**src/rtl/common_pkg.sv**
```systemverilog
// Shared types and constants for the instruction fetch stage.
// Holds the IF/ID bundle, the skid entry and the NOP encoding.
package common;

  localparam logic [31:0] NOP_INSTRUCTION = 32'h0000_0013;
  localparam logic [31:0] PC_INCREMENT    = 32'd4;

  typedef logic [31:0] instruction_type;

  typedef struct packed {
    logic [31:0]     pc;
    instruction_type instruction;
    logic            valid;
  } if_id_type;

  typedef struct packed {
    logic [31:0]     pc;
    instruction_type word;
  } fetch_entry_type;

  localparam if_id_type IF_ID_BUBBLE = '{
    pc:          32'h0,
    instruction: NOP_INSTRUCTION,
    valid:       1'b0
  };

endpackage

```
**src/rtl/fetch_stage_skid_buffer.sv**
```systemverilog
// One-entry skid buffer catching the in-flight fetch response
// when the stage is stalled.
module skid_buffer
  import common::*;
(
  input  logic            clk,
  input  logic            reset,
  input  logic            load,
  input  fetch_entry_type data_in,
  input  logic            pop,
  input  logic            clear,
  output logic            full,
  output fetch_entry_type data_out
);

  always_ff @(posedge clk) begin
    if (reset) begin
      full     <= 1'b0;
      data_out <= '0;
    end else if (clear) begin
      full <= 1'b0;
    end else if (load) begin
      full     <= 1'b1;
      data_out <= data_in;
    end else if (pop) begin
      full <= 1'b0;
    end
  end

  a_no_overfill : assert property (
    @(posedge clk) disable iff (reset) !(load && full)
  );

endmodule

```
**src/rtl/fetch_stage.sv**
```systemverilog
// Instruction fetch: PC sequencing, one-cycle imem reads,
// IF/ID register with stall skid and branch flush.
module fetch_stage
  import common::*;
#(
  parameter logic [31:0] RESET_PC = 32'h0000_0000
) (
  input  logic        clk,
  input  logic        reset,
  input  logic        stall,
  input  logic        branch_taken,
  input  logic [31:0] branch_target,
  output logic        imem_en,
  output logic [31:0] imem_addr,
  input  logic [31:0] imem_rdata,
  output if_id_type   if_id
);

  logic [31:0]     fetch_pc;
  logic [31:0]     req_pc;
  logic            req_live;
  logic            skid_full;
  logic            skid_load;
  logic            skid_pop;
  fetch_entry_type resp;
  fetch_entry_type skid_out;
  logic            unused_bits;

  assign unused_bits = ^branch_target[1:0];

  assign imem_en   = !stall && !reset;
  assign imem_addr = reset ? RESET_PC : fetch_pc;

  assign resp      = '{pc: req_pc, word: imem_rdata};
  assign skid_load = stall && req_live && !branch_taken;
  assign skid_pop  = !stall && skid_full && !branch_taken;

  skid_buffer u_skid (
    .clk      (clk),
    .reset    (reset),
    .load     (skid_load),
    .data_in  (resp),
    .pop      (skid_pop),
    .clear    (branch_taken),
    .full     (skid_full),
    .data_out (skid_out)
  );

  always_ff @(posedge clk) begin
    if (reset) begin
      fetch_pc <= RESET_PC;
      req_pc   <= '0;
      req_live <= 1'b0;
      if_id    <= IF_ID_BUBBLE;
    end else if (branch_taken) begin
      // a request issued this cycle is dropped via req_live
      fetch_pc <= {branch_target[31:2], 2'b00};
      req_live <= 1'b0;
      if_id    <= IF_ID_BUBBLE;
    end else if (stall) begin
      req_live <= 1'b0;
    end else begin
      fetch_pc <= fetch_pc + PC_INCREMENT;
      req_pc   <= fetch_pc;
      req_live <= 1'b1;
      unique case (1'b1)
        skid_full: if_id <= '{
          pc:          skid_out.pc,
          instruction: skid_out.word,
          valid:       1'b1
        };
        req_live: if_id <= '{
          pc:          resp.pc,
          instruction: resp.word,
          valid:       1'b1
        };
        default: if_id <= IF_ID_BUBBLE;
      endcase
    end
  end

endmodule
```
**config.mk**
```make
export PLATFORM = sky130hd
export DESIGN_NAME = fetch_stage
export DESIGN_NICKNAME = d
export VERILOG_FILES = /design/src/rtl/common_pkg.sv /design/src/rtl/fetch_stage_skid_buffer.sv /design/src/rtl/fetch_stage.sv
export SDC_FILE = /design/constraint.sdc
export NUM_CORES = 1
export LEC_CHECK = 0
export BUFFER_PORTS_ARGS = -buffer_cell sky130_fd_sc_hd__buf_2
export CORE_MARGIN = 2
export CORE_UTILIZATION = 30
export CTS_BUF_LIST = sky130_fd_sc_hd__clkbuf_8
export DETAILED_ROUTE_END_ITERATION = 8
export MAX_ROUTING_LAYER = met4
export PLACE_DENSITY_LB_ADDON = 0.12
export SYNTH_ARGS = -nofsm -noshare
export SYNTH_HDL_FRONTEND = slang
export SYNTH_SLANG_ARGS = --single-unit
```
**constraint.sdc**
```tcl
create_clock -name clk -period 2.15 [get_ports clk]
set_input_delay 0.215 -clock clk [delete_from_list [all_inputs] [get_ports clk]]
set_output_delay 0.215 -clock clk [all_outputs]
set_load 0.05 [all_outputs]
```
# After elaboration in Yosys (flattened, before gate mapping)

Index checks and enable logic that the tools add are counted.

Shift operators: 0
Reductions and logical operators: 12
Div/mod/pow operators: 0
Magnitude comparators: 0
Mux-type cells: 7
Multipliers: 0
Bitwise logic cells: 2
Equality and inequality tests: 1
Add/subtract/negate cells: 1

Operator list:

| operator                                              | count |
|---|---|
| one-hot mux 65 bit (2 select lines)                   | 1 |
| two-way mux 32 bit                                    | 3 |
| adder 32 x 3 -> 32 bit, second input constant         | 1 |
| logical AND 1 bit                                     | 5 |
| AND reduction 2 bit                                   | 2 |
| logical NOT 1 bit                                     | 3 |
| two-way mux 1 bit                                     | 3 |
| inequality test 2 x 1 -> 1 bit, second input constant | 1 |
| NOT 1 bit                                             | 2 |
| nonzero test 2 bit                                    | 1 |
| OR reduction 2 bit                                    | 1 |

Input bits: 68
Output and inout bits: 98
Word-level logic and storage cells: 33
Bits in writable memories: 0
Memories kept: 0
Bits in latches: 0
Bits in registers: 195
Bits in read-only memories: 0

# Logic depth before layout (Yosys ltp)

Depth in word-level cells: 5
Mapped depth: 8
Gate-level depth less buffers: 5

# Modules after synthesis

Synthesis repeated with hierarchy kept, for this count alone.

Cells, all modules: 1059
Area total of the unflattened synthesis: 9103.7 µm²

By module, submodules not included:

| module      | cells an instance | instances | sequential area each (µm²) | area an instance (µm²) |
|---|---|---|---|---|
| fetch_stage | 763               | 1         | 2522.4                     | 5835.6 |
| skid_buffer | 296               | 1         | 1301.2                     | 3268.1 |

# Worst setup path before layout

OpenSTA, ideal clock, no wires.

Kind: register to register
From: register fetch_pc[2]
To: register fetch_pc[28]
Library setup time: 0.091 ns
Period minus slack after synthesis: 2.257 ns
Data required time: 2.059 ns
Arrival: 2.166 ns
Cell stages (with the launch flop): 7
Setup slack: -0.107 ns
Path buffers: 1
Cells stage by stage: dfxtp_1 > ha_1 > nand4b_4 > or4_1 > clkbuf_2 > or4_1 > a311oi_1

Longest elaborated chain between the ends: 3

Ends and longest elaborated chain:

| element                  | RTL line          | RTL |
|---|---|---|
| start: declaration       | fetch_stage.sv:19 | `logic [31:0] fetch_pc;` |
| start signal: assignment | fetch_stage.sv:57 | `fetch_pc <= {branch_target[31:2], 2'b00};` |
| start signal: assignment | fetch_stage.sv:63 | `fetch_pc <= fetch_pc + PC_INCREMENT;` |
| adder 32 x 3 -> 32 bit   | fetch_stage.sv:63 |  |
| two-way mux 32 bit       | fetch_stage.sv:60 | `end else if (stall) begin` |
| two-way mux 32 bit       | fetch_stage.sv:55 | `end else if (branch_taken) begin` |

No other way between the ends. The select of a mux whose other input is x is not followed.
A chain may end at the register's enable or synchronous reset.

# Final worst setup path

Same ends and word-level chain as after synthesis.

==> impl_metrics.toml <==
[routing]
route.final.wire_length_mm = 24.7
drcViolationCount = 0
detail_route.iter0.violations = 540
routed-via-count = 7541
drtPass1Iterations = 5
routed_wire_length_per_instance_um = 16.0
routed_via_density = 4.88
final_antenna_net_count = 0

[timing]
post-route-period-util_pct = 95.6
final.hold.worst_slack_ns = 0.0332
slew_headroom_pct = 27.9
timing.clock.skew_ns = 0.0188
worst_slew_pin_slew_ns = 1.08
finalWorstPathRequiredPeriod_ns = 2.05
setup_total_negative_slack_ns = 0
timing.fmax_ghz = 0.487
setup_viol_count_final = 0
timing_max_transition_violations_final = 0
rsz0062_at_grt = "no"
hold_viol_final = 0

[yosys]
synth.lib_cells_used.distinct = 49
mapped_cell_area_um2 = 7890
synth_cells = 1016
synth-edff-count = 0
syn_area_per_cell_um2 = 7.76
postSynth.topFlopCell = "sky130_fd_sc_hd__dfxtp_1"
ys_async_sr_fraction_pct = 0
synth-seq-area-share_pct = 47.5
synthesis.yosys.warnings = 0
synth.ff_latch_count = 187

[setup_path]
setup.worst_path.start_class = "register"
worst_r2r_startpoint = "fetch_pc[2]"
crit_path_from = "fetch_pc[2]"
required_ns = 2.54
worst-path-max-fanout = 6
worst_setup_path_end_kind = "register"
data_arrival_critical_path_ns = 2.44
critical_path_class = "reg2reg"

[worst_hold_path]
holdCritStartpoint = "branch_target[13]"
hold_crit_class = "in2reg"

[placement]
io_buffers = 159
post-dp-hpwl_mm = 16.6
finalWeightedCongestion = 0.869

[power_and_ir_drop]
power.switching_uw = 2060
fin_total_pwr_uw = 6860
sw_frac_of_total_pct = 30.0
max-vdd-ir-drop_uv = 323
clock_power_share_pct = 36.4
cellInternalPower_uw = 4800
share_comb_of_total_power_pct = 10.8
power_density_nw_per_um2 = 681
static-leakage-power_uw = 0.00380
seq_power_share_pct = 52.8

[global_routing]
number_of_global_route_vias_before_repair = 7044
antenna_found_initial = 0
grt_pass1_wl_mm = 39.3
grt_usage_pct = 18.2
grt_remaining_overflow = 0
pin_count_of_the_biggest_net_entering_global_routing = 102

[layout]
inserted_diodes = 0
synthToLayoutAreaGrowth_pct = 27.8
final.fill_count = 2732
layout-drive-gt1-share_pct = 21.6
mostFrequentLayoutCell = "sky130_fd_sc_hd__nand2_1"
share_of_the_core_filled_with_cells_pct = 38.9
final_nets = 1266
mostFrequentLayoutCells = "198 x sky130_fd_sc_hd__nand2_1, 179 x sky130_fd_sc_hd__dfxtp_1, 158 x sky130_fd_sc_hd__a21oi_1"
multi_input_area_um2 = 3810
final-seq-area_um2 = 3750

[floorplan]
row_count = 59
full_die_area_um2 = 27600
boundaryPins = 166
core-area_um2 = 25900
initial_core_util_pct = 30.4
fp.dieW_um = 166
dieHeight_um = 166

[clock_tree]
cts.htree.levels = 4
post-cts-setup-buffer-count = 0
tritoncts_num_sinks = 187
root_buffer = "sky130_fd_sc_hd__clkbuf_8"
cts_tree = "yes"
worstSkewPairLatency_ns = 0.47
cts.path.max_buffers = 2
cts_made_buffers = 17
clkSlewWorstSetupHoldPaths_ns = 0.12

[flow_run]
maxCapViolCount = 0

[run_status]
run_status = "completed"
-- synth_stat cells, drive strengths merged (7+ instances only) --
| library cell | count | area share (%) |
|---|---|---|
| nand2 | 200 | 9.5 |
| dfxtp | 187 | 47 |
| a21oi | 158 | 10 |
| nor2 | 145 | 6.9 |
| clkbuf | 73 | 3.5 |
| a22oi | 59 | 5.6 |
| nor2b | 34 | 2.7 |
| nand3 | 18 | 1.1 |
| buf | 16 | 1.1 |
| or4 | 15 | 1.5 |
| a311oi | 12 | 1.3 |
| a211oi | 10 | 0.95 |
| o21ai | 10 | 0.63 |
| nand4 | 8 | 0.71 |
| nor4 | 7 | 0.56 |
| o31ai | 7 | 0.67 |
-- power groups by stage --
stage | sequential, µW | clock [µW] | combinational, µW
CTS | 3620 | 2600 | 746
finish | 3620 | 2500 | 743
global route | 3640 | 2720 | 805
detailed placement | 3700 | 0 | 684
floorplan | 3690 | 0 | 417
global placement | 3700 | 0 | 685
-- final cells by class --
type	instances	area share, %
clock inverters	15	1.91
repair buffers	248	16.4
multi-input cells	738	37.8
inverters	5	0.186
well taps	335	4.16
clock buffers	17	2.32
flip-flops and latches	187	37.2
-- registers in the layout, summed over array words and instances (netlist names) --
signal and cells:
fetch_pc 30, req_pc 30, u_skid.data_out 62, u_skid.full 1
if_id 63, req_live 1
-- repair_timing --
action                     4_1_cts  5_1_grt
hold endpoints to repair        43        0
gates resized for setup          0        7
setup endpoints to repair        0        6
hold buffers                    43        0
-- cell families after synthesis --
kind of cell             synth area share (%)
AND/OR/NAND/NOR                          25.7
AO/OA/AOI/OAI                            20.8
flip-flops                               47.5
buffers and inverters                    4.84
XOR/XNOR                                0.778
adder cells (fa/ha/maj)                 0.159
other                                  0.0476
multiplexers                            0.127
-- path summary, 6_finish.rpt --
kind | to | slack (ns) | cells after the start
max | fetch_pc[28] | 0.1 | 5
min | fetch_pc[13] | 0.03 | 3
max reg2reg | fetch_pc[28] | 0.1 | 5
min reg2reg | u_skid.data_out[24] | 0.46 | 2
-- through the flow --
stage | instance area (µm²) | setup WS [ns] | std cells
CTS | 10100 | 0.0289 | 1545
global route | 10100 | 0.0196 | 1545
detailed placement | 9200 | 0.0511 | 1470
global placement | 9200 | 0.0587 | 1470
floorplan | 7910 | 0.0357 | 1019
finish | 10100 | 0.0956 | 1545
-- routing by layer --
layer	track usage (%)	part of all wire [%]
met5	-	0
met4	4.35	1.4
met1	25.6	52
met2	26.6	43
met3	3.86	4.1
-- critical path, cell delays in order, from the launching register on --
cell and delay [ns]:
sky130_fd_sc_hd__dfxtp_2 0.36, sky130_fd_sc_hd__ha_4 0.16, sky130_fd_sc_hd__nand4b_4 0.12, sky130_fd_sc_hd__or4_4 0.57, sky130_fd_sc_hd__or4_1 0.50, sky130_fd_sc_hd__a311oi_2 0.28
Note: power is estimated with default switching activity, not from simulation.
